### src/rtl/sound_rom_arbiter.sv
`default_nettype none
// ============================================================================
// sound_rom_arbiter : shares one 16-bit sound ROM read port between the V35
// CPU (with a one-word fetch cache) and four GA20 sample channels.
// Revision 1.0
// ============================================================================
module sound_rom_arbiter #(
  parameter int AW            = 20,
  parameter int CPU_BURST_MAX = 4
) (
  input  logic            clk_sys,
  input  logic            reset_n,
  input  logic            flush,
  input  logic            cpu_req,
  input  logic [AW-1:0]   cpu_addr,
  output logic            cpu_ack,
  output logic [15:0]     cpu_data,
  input  logic [3:0]      smp_req,
  input  logic [4*AW-1:0] smp_addr,
  output logic [3:0]      smp_ack,
  output logic [7:0]      smp_data,
  output logic            mem_rd,
  output logic [AW-1:0]   mem_addr,
  input  logic            mem_ready,
  input  logic [15:0]     mem_data,
  output logic            busy
);

  localparam int            SW         = $clog2(CPU_BURST_MAX + 1);
  localparam logic [SW-1:0] STREAK_MAX = SW'(CPU_BURST_MAX);

  typedef enum logic [1:0] {
    IDLE = 2'd0,
    WAIT = 2'd1,
    DONE = 2'd2
  } state_t;

  state_t          state_q, state_d;
  logic            mem_rd_q, mem_rd_d;
  logic [AW-1:0]   mem_addr_q, mem_addr_d;
  logic            cpu_ack_q, cpu_ack_d;
  logic [15:0]     cpu_data_q, cpu_data_d;
  logic [3:0]      smp_ack_q, smp_ack_d;
  logic [7:0]      smp_data_q, smp_data_d;
  logic            busy_q, busy_d;
  logic            gnt_cpu_q, gnt_cpu_d;
  logic [1:0]      gnt_ch_q, gnt_ch_d;
  logic            byte_sel_q, byte_sel_d;
  logic            cache_valid_q, cache_valid_d;
  logic [AW-2:0]   cache_tag_q, cache_tag_d;
  logic [15:0]     cache_data_q, cache_data_d;
  logic [1:0]      rr_ptr_q, rr_ptr_d;
  logic [SW-1:0]   streak_q, streak_d;

  logic            hit;
  logic            cpu_win;
  logic            smp_any;
  logic [1:0]      smp_sel;
  logic [AW-1:0]   smp_sel_addr;

  // Offsets are scanned high to low so the nearest requester above rr_ptr wins.
  always_comb begin
    smp_sel = rr_ptr_q;
    for (int i = 3; i >= 0; i--) begin
      if (smp_req[rr_ptr_q + 2'(i)]) smp_sel = rr_ptr_q + 2'(i);
    end
  end

  assign smp_any      = |smp_req;
  assign smp_sel_addr = smp_addr[smp_sel*AW +: AW];
  assign hit          = cpu_req && cache_valid_q && (cpu_addr[AW-1:1] == cache_tag_q);
  assign cpu_win      = cpu_req && ((streak_q < STREAK_MAX) || !smp_any);

  always_comb begin
    state_d       = state_q;
    mem_rd_d      = 1'b0;
    mem_addr_d    = mem_addr_q;
    cpu_ack_d     = 1'b0;
    cpu_data_d    = cpu_data_q;
    smp_ack_d     = 4'b0000;
    smp_data_d    = smp_data_q;
    gnt_cpu_d     = gnt_cpu_q;
    gnt_ch_d      = gnt_ch_q;
    byte_sel_d    = byte_sel_q;
    cache_valid_d = cache_valid_q;
    cache_tag_d   = cache_tag_q;
    cache_data_d  = cache_data_q;
    rr_ptr_d      = rr_ptr_q;
    streak_d      = streak_q;

    case (state_q)
      IDLE: begin
        if (hit) begin
          cpu_ack_d  = 1'b1;
          cpu_data_d = cache_data_q;
          state_d    = DONE;
        end else if (cpu_win) begin
          mem_rd_d   = 1'b1;
          mem_addr_d = {cpu_addr[AW-1:1], 1'b0};
          gnt_cpu_d  = 1'b1;
          byte_sel_d = cpu_addr[0];
          state_d    = WAIT;
        end else if (smp_any) begin
          mem_rd_d   = 1'b1;
          mem_addr_d = {smp_sel_addr[AW-1:1], 1'b0};
          gnt_cpu_d  = 1'b0;
          gnt_ch_d   = smp_sel;
          byte_sel_d = smp_sel_addr[0];
          state_d    = WAIT;
        end
      end
      WAIT: begin
        // Ack and bookkeeping are registered on the capture edge so the
        // acks appear in the DONE cycle.
        if (mem_ready) begin
          state_d = DONE;
          if (gnt_cpu_q) begin
            cpu_ack_d     = 1'b1;
            cpu_data_d    = mem_data;
            cache_valid_d = 1'b1;
            cache_tag_d   = mem_addr_q[AW-1:1];
            cache_data_d  = mem_data;
            if (streak_q < STREAK_MAX) streak_d = streak_q + SW'(1);
          end else begin
            smp_ack_d  = 4'b0001 << gnt_ch_q;
            smp_data_d = byte_sel_q ? mem_data[15:8] : mem_data[7:0];
            rr_ptr_d   = gnt_ch_q + 2'd1;
            streak_d   = '0;
          end
        end
      end
      DONE:    state_d = IDLE;
      default: state_d = IDLE;
    endcase

    if (flush) cache_valid_d = 1'b0;
    busy_d = (state_d != IDLE);
  end

  always_ff @(posedge clk_sys or negedge reset_n) begin
    if (!reset_n) begin
      state_q       <= IDLE;
      mem_rd_q      <= 1'b0;
      mem_addr_q    <= '0;
      cpu_ack_q     <= 1'b0;
      cpu_data_q    <= '0;
      smp_ack_q     <= '0;
      smp_data_q    <= '0;
      busy_q        <= 1'b0;
      gnt_cpu_q     <= 1'b0;
      gnt_ch_q      <= '0;
      byte_sel_q    <= 1'b0;
      cache_valid_q <= 1'b0;
      cache_tag_q   <= '0;
      cache_data_q  <= '0;
      rr_ptr_q      <= '0;
      streak_q      <= '0;
    end else begin
      state_q       <= state_d;
      mem_rd_q      <= mem_rd_d;
      mem_addr_q    <= mem_addr_d;
      cpu_ack_q     <= cpu_ack_d;
      cpu_data_q    <= cpu_data_d;
      smp_ack_q     <= smp_ack_d;
      smp_data_q    <= smp_data_d;
      busy_q        <= busy_d;
      gnt_cpu_q     <= gnt_cpu_d;
      gnt_ch_q      <= gnt_ch_d;
      byte_sel_q    <= byte_sel_d;
      cache_valid_q <= cache_valid_d;
      cache_tag_q   <= cache_tag_d;
      cache_data_q  <= cache_data_d;
      rr_ptr_q      <= rr_ptr_d;
      streak_q      <= streak_d;
    end
  end

  assign cpu_ack  = cpu_ack_q;
  assign cpu_data = cpu_data_q;
  assign smp_ack  = smp_ack_q;
  assign smp_data = smp_data_q;
  assign mem_rd   = mem_rd_q;
  assign mem_addr = mem_addr_q;
  assign busy     = busy_q;

endmodule
`default_nettype wire
### config.mk
export PLATFORM = sky130hd
export DESIGN_NAME = sound_rom_arbiter
export DESIGN_NICKNAME = d
export VERILOG_FILES = /design/src/rtl/sound_rom_arbiter.sv
export SDC_FILE = /design/constraint.sdc
export NUM_CORES = 1
export LEC_CHECK = 0
export ABC_AREA = 0
export BUFFER_PORTS_ARGS = -buffer_cell sky130_fd_sc_hd__buf_2
export CORE_ASPECT_RATIO = 0.8
export CORE_MARGIN = 3
export CORE_UTILIZATION = 25
export CTS_CLUSTER_SIZE = 14
export DETAILED_ROUTE_END_ITERATION = 8
export PLACE_DENSITY = 0.43
export SETUP_SLACK_MARGIN = 0.1
export SKIP_CTS_REPAIR_TIMING = 1
export SLEW_MARGIN = 20
export SYNTH_ARGS = -nofsm -noshare
export SYNTH_HDL_FRONTEND = slang
export SYNTH_SLANG_ARGS = --single-unit
### constraint.sdc
create_clock -name clk_sys -period 3 [get_ports clk_sys]
set_input_delay 0.45 -clock clk_sys [delete_from_list [all_inputs] [get_ports clk_sys]]
set_output_delay 0.45 -clock clk_sys [all_outputs]
set_load 0.005 [all_outputs]
Word-level counts from Yosys, hierarchy flattened

Cells that the tools add are included.

Eq/ne operators: 6
Multipliers: 1
Add/sub/neg operators: 5
$lt $le $gt $ge: 5
Shifts and indexed selects: 2
Bitwise gates (word level): 3
Mux-type cells: 45
Reductions and logical operators: 20

Operator list:

| cell                                               | count |
|---|---|
| indexed part select 80 x 8 -> 20 bit               | 1 |
| two-way mux 16 bit                                 | 3 |
| two-way mux 20 bit                                 | 2 |
| one-hot mux 16 bit (2 select lines)                | 1 |
| == test 19 bit                                     | 1 |
| two-way mux 1 bit                                  | 19 |
| two-way mux 2 bit                                  | 8 |
| AND reduction 3 bit                                | 5 |
| < comparator 2 x 3 -> 1 bit, second input constant | 4 |
| two-way mux 4 bit                                  | 3 |
| nonzero test 2 bit                                 | 6 |
| binary-select mux 1 bit (select 2 bit)             | 4 |
| two-way mux 8 bit                                  | 1 |
| AND reduction 4 bit                                | 2 |
| two-way mux 3 bit                                  | 2 |
| != test 2 bit, second input constant               | 3 |
| multiplier 2 x 3 -> 5 bit, second input constant   | 1 |
| adder 2 x 1 -> 2 bit, second input constant        | 2 |
| adder 2 bit, second input constant                 | 2 |
| one-hot mux 2 bit (2 select lines)                 | 1 |
| OR reduction 4 bit                                 | 1 |
| << shifter 1 x 2 -> 4 bit, first input constant    | 1 |
| adder 3 x 1 -> 3 bit, second input constant        | 1 |
| logical AND 1 bit                                  | 3 |
| other kinds (8)                                    | 10 |

Bits of input ports: 125
Output and inout port bits: 51
Word-level logic and storage cells: 103
Flip-flop bits (word level): 98

Longest topological paths before layout

Word-level depth: 11
Depth in mapped cells: 7

Least setup slack after synthesis

Ideal clock, no wire load.

Kind: in2reg
Start point: input smp_req[0]
End point: register mem_addr_q[18] (netlist: mem_addr[18])
Buffers on the path: 1
Stages: 7
Data arrival time: 2240 ps
Setup slack: 635 ps
Required time: 2875 ps
Library setup time: 125 ps
Cell sequence: nor2b_1 > a21o_1 > o31ai_1 > clkbuf_1 > mux4_2 > mux2_2 > mux2_2

Cells in the longest elaborated chain, start to end: 10

RTL lines:

| element                                 | RTL line | source |
|---|---|---|
| start: declaration                      | 18       | `input logic [3:0] smp_req,` |
| binary-select mux 1 bit (select 2 bit)  | 65       | `if (smp_req[rr_ptr_q + 2'(i)]) smp_sel = rr_ptr_q + 2'(i);` |
| two-way mux 1 bit (not written as such) | 65       |  |
| two-way mux 2 bit (4 in a row)          | 65       |  |
| multiplier 2 x 3 -> 5 bit               | 70       | `assign smp_sel_addr = smp_addr[smp_sel*AW +: AW];` |
| indexed part select 80 x 8 -> 20 bit    | 70       |  |
| two-way mux 20 bit                      | 103      | `end else if (smp_any) begin` |
| two-way mux 20 bit                      | 97       | `end else if (cpu_win) begin` |
| end signal: assignment                  | 161      | `mem_addr_q <= mem_addr_d;` |
| end: declaration                        | 40       | `logic [AW-1:0] mem_addr_q, mem_addr_d;` |

Several ways; a longest one is shown, not always the timed one. The select of a mux whose other input is x is not followed.
A chain may end at the register's enable or synchronous reset.

Final worst setup path

Start point: register cache_tag_q[0]
End point: register mem_addr_q[6] (netlist: mem_addr[6])

Cells in the longest elaborated chain, start to end: 4

RTL lines:

| element                       | RTL line | source |
|---|---|---|
| start: declaration            | 50       | `logic [AW-2:0] cache_tag_q, cache_tag_d;` |
| start signal: assignment      | 171      | `cache_tag_q <= cache_tag_d;` |
| == test 19 bit                | 71       | `assign hit = cpu_req && cache_valid_q && (cpu_addr[AW-1:1] == cache_tag_q);` |
| logical AND 1 bit             | 71       |  |
| inverter 1 bit (no line)      | n/a      |  |
| AND reduction 3 bit (no line) | n/a      |  |

No other way between the ends.

==> results.md <==
- Status: completed
- Net Count, Synth: just under 500
- Yosys warnings: 0
- Fill cells: 1954
- Post-Syn Area: slightly above 5000 µm²
- Final setup TNS: 0 ns
- WL/cell: 17.0 µm
- # IOs: 176
- GRT Total Usage: 0.126
- Setup crit end kind: flop
- # diodes: 0
- Routed Wire Length: between 10000 and 15000 µm
- Share of cells above drive strength 1: 0.627
- Syn avg cell area: around 14 µm²
- Routed Antenna Nets: 0
- # clock sinks: between 90 and 100
- Startpoint types: flop
- Initial Util: 0.261
- Largest net degree at the start of global routing: 81
- Reg clk slew, reported paths: around 0.070 ns
- Synth area leader: dfrtp_1
- R2R depth: 6
- Least-Margin Pin Slew: about 0.95 ns
- Synth top area share: 0.478
- Largest cells by area after synthesis: dfrtp_1 48%, mux2_2 18%, mux4_2 8.9%
- Crit Path Class: reg2reg
- Clock Tree Buf Depth: 2
- Pleak: between 3 and 4 nW
- RSZ-0062 raised after global routing: no
- Site Rows: 45
- Vias in the first global route: between 3000 and 4000
- Max-Cap Viols: 0
- Clk_lat worst skew: about 0.35 ns
- Worst rel slew slack: 0.367
- Worst R2R Start: cache_tag_q[0]$_DFFE_PN0P_
- Async set-reset flop share out of synthesis: 1.00
- Via count: 3500
- Fin crit share: 0.835
- Critical Path AT: 2.74 ns
- Slowest Stage Delay on Critical Path: roughly 0.52 ns
- Die area: between 20000 and 25000 µm²
- Area grow syn2layout: 29.5%
- Drt drc: 0
- Total core area: 19400 µm²
- Initial antenna violation count: 0
- Final Setup Violations: 0
- Drt initial violations: 110
- Util after Layout: 0.338
- Total grt overflow: 0
- Num CTS Buffers: 9
- Placed inst area: 6290 µm²
- CP top delay family: simple AND/OR/NAND/NOR gates
- Synth unique cells: 36
- Cell count after synthesis: roughly 350
- First-pass GRT wire length: between 20000 and 25000 µm
- Post-DP HPWL: 10100 µm
- Worst path cell trace: xnor2_1 -> nand3_1 -> or4_4 -> nor4_4 -> nor2_4 -> mux2_4
- Yosys reg bits: 97
- Final instance area: between 6000 and 7000 µm²
- Final clock skew: 0.0116 ns
- R2R setup slack: slightly below 0.5 ns
- Root Buffer: clkbuf_16
- Top_reg_cell synth: dfrtp_1
- R2r endpoint: mem_addr[6]$_DFFE_PN0P_
- First-pass DRT Iterations: 5
- Min-delay worst type: in2async
- CTS tree: built
- Die width: about 170 µm
- CP bufs+invs: 0
- Required @ worst endpoint: around 3.2 ns
- Final critical-path required period: between 2 and 3 ns
- Max Slew Vio Count: 0
- Max Fclk: 399 MHz
- H-tree depth: 3
- VDD IR max: 304 µV
- EDFF count, synth: 0
- Critical Path Fanout Max: 22
- Final Hold Viols: 0
- Seq/Total Area, Yosys: 0.478
- CP max stage cell: or4_4
- Port Buffers: about 170
- Final nets: 660
- Pwr/cell area: 976 nW/µm²
- GP Congestion: roughly 0.70
- Vias/cell: between 4 and 5
- Die span in y: between 100 and 150 µm
cell type report:
class / count / area [µm²] / share of cell area
repair buffers: 183 / 970 / 0.147
clock buffers: 9 / 225 / 0.0343
multi-input cells: 233 / 2550 / 0.388
inverters: 6 / 22.5 / 0.00343
well taps: 258 / 323 / 0.0491
flip-flops and latches: 97 / 2430 / 0.369
clock inverters: 5 / 56.3 / 0.00856
placed cells by master (no fill, tap or decap), types with 2 or more instances in the layout:
master,count
a21oi_1,10
a22o_1,3
and2_1,4
buf_12,2
buf_2,173
buf_4,7
clkbuf_16,9
clkinv_2,2
dfrtp_1,97
ha_1,5
inv_1,6
mux2_2,82
mux2_4,28
mux2i_1,10
mux4_2,20
nand2_1,5
nand4_1,4
nor2_1,15
nor2b_1,4
nor3_1,3
o21ai_0,5
xnor2_1,17
xor2_1,2
worst register-to-register path, stage by stage, from the launching register on:
cell	delay, ns
dfrtp_1	0.39
xnor2_1	0.15
nand3_1	0.15
or4_4	0.52
nor4_4	0.52
nor2_4	0.30
mux2_4	0.37
flip-flops by register name (all words and copies together) (netlist names), 3 cells and up:
| register | cells |
|---|---|
| cache_data_q | 16 |
| mem_addr | 19 |
| cache_tag_q | 19 |
| streak_q | 3 |
| cpu_data | 16 |
| smp_ack | 4 |
| smp_data | 8 |
how the worst max path moves through the flow:
stage / end / cells after the start / startpoint
3_5_place_dp: mem_addr[4]$_DFFE_PN0P_ / 7 / cpu_addr[1]
6_report: mem_addr[6]$_DFFE_PN0P_ / 6 / cache_tag_q[0]$_DFFE_PN0P_
4_1_cts: mem_addr[15]$_DFFE_PN0P_ / 6 / cache_tag_q[0]$_DFFE_PN0P_
2_1_floorplan: mem_addr[18]$_DFFE_PN0P_ / 7 / smp_req[0]
5_1_grt: mem_addr[6]$_DFFE_PN0P_ / 6 / cache_tag_q[1]$_DFFE_PN0P_
3_3_place_gp: mem_addr[12]$_DFFE_PN0P_ / 7 / cpu_addr[1]
per-stage QoR:
step / power (W) / setup WS [ns] / instances / hold WS (ns)
finish: 0.00641 / 0.496 / 791 / 0.116
detailed placement: 0.00539 / 0.284 / 777 / 0.488
global route: 0.00691 / 0.347 / 791 / 0.196
global placement: 0.00531 / 0.309 / 777 / 0.483
floorplan: 0.00439 / 0.635 / 354 / 0.154
CTS: 0.00655 / 0.448 / 791 / 0.234
logic make-up (layout without fill, tap and decap cells):
| family | count (synthesis) | after routing | share of synthesized area |
|---|---|---|---|
| other | 1 | 1 | 0.000739 |
| AND/OR/NAND/NOR | 43 | 43 | 0.0461 |
| AO/OA/AOI/OAI | 25 | 25 | 0.0323 |
| multiplexers | 140 | 140 | 0.373 |
| flip-flops | 97 | 97 | 0.478 |
| adder cells (fa/ha/maj) | 5 | 5 | 0.0123 |
| XOR/XNOR | 19 | 19 | 0.0328 |
| buffers and inverters | 24 | 203 | 0.0244 |
where the power goes:
| group | switching, W | internal, W | leakage [nW] |
|---|---|---|---|
| Combinational | 0.00113 | 0.00175 | 1.78 |
| Clock | 0.000500 | 0.000637 | 0.138 |
| Sequential | 0.000443 | 0.00195 | 1.16 |
| Total | 0.00208 | 0.00434 | 3.08 |
synthesized netlist by cell type, types with 6 or more instances:
cell / count
mux4_2: 20
nor2_1: 15
xnor2_1: 17
mux2_4: 28
mux2i_1: 10
clkbuf_1: 9
inv_1: 6
dfrtp_1: 97
a21oi_1: 10
mux2_2: 82
metal layers:
layer | wire, µm | vias up | GRT usage
met4 | 195 | 0 | 0.0342
met5 | 0 | - | 0
met2 | 6430 | 96 | 0.204
li1 | - | 1649 | -
met1 | 6100 | 1738 | 0.166
met3 | 747 | 17 | 0.0361
Note: power is estimated with default switching activity, not from simulation.
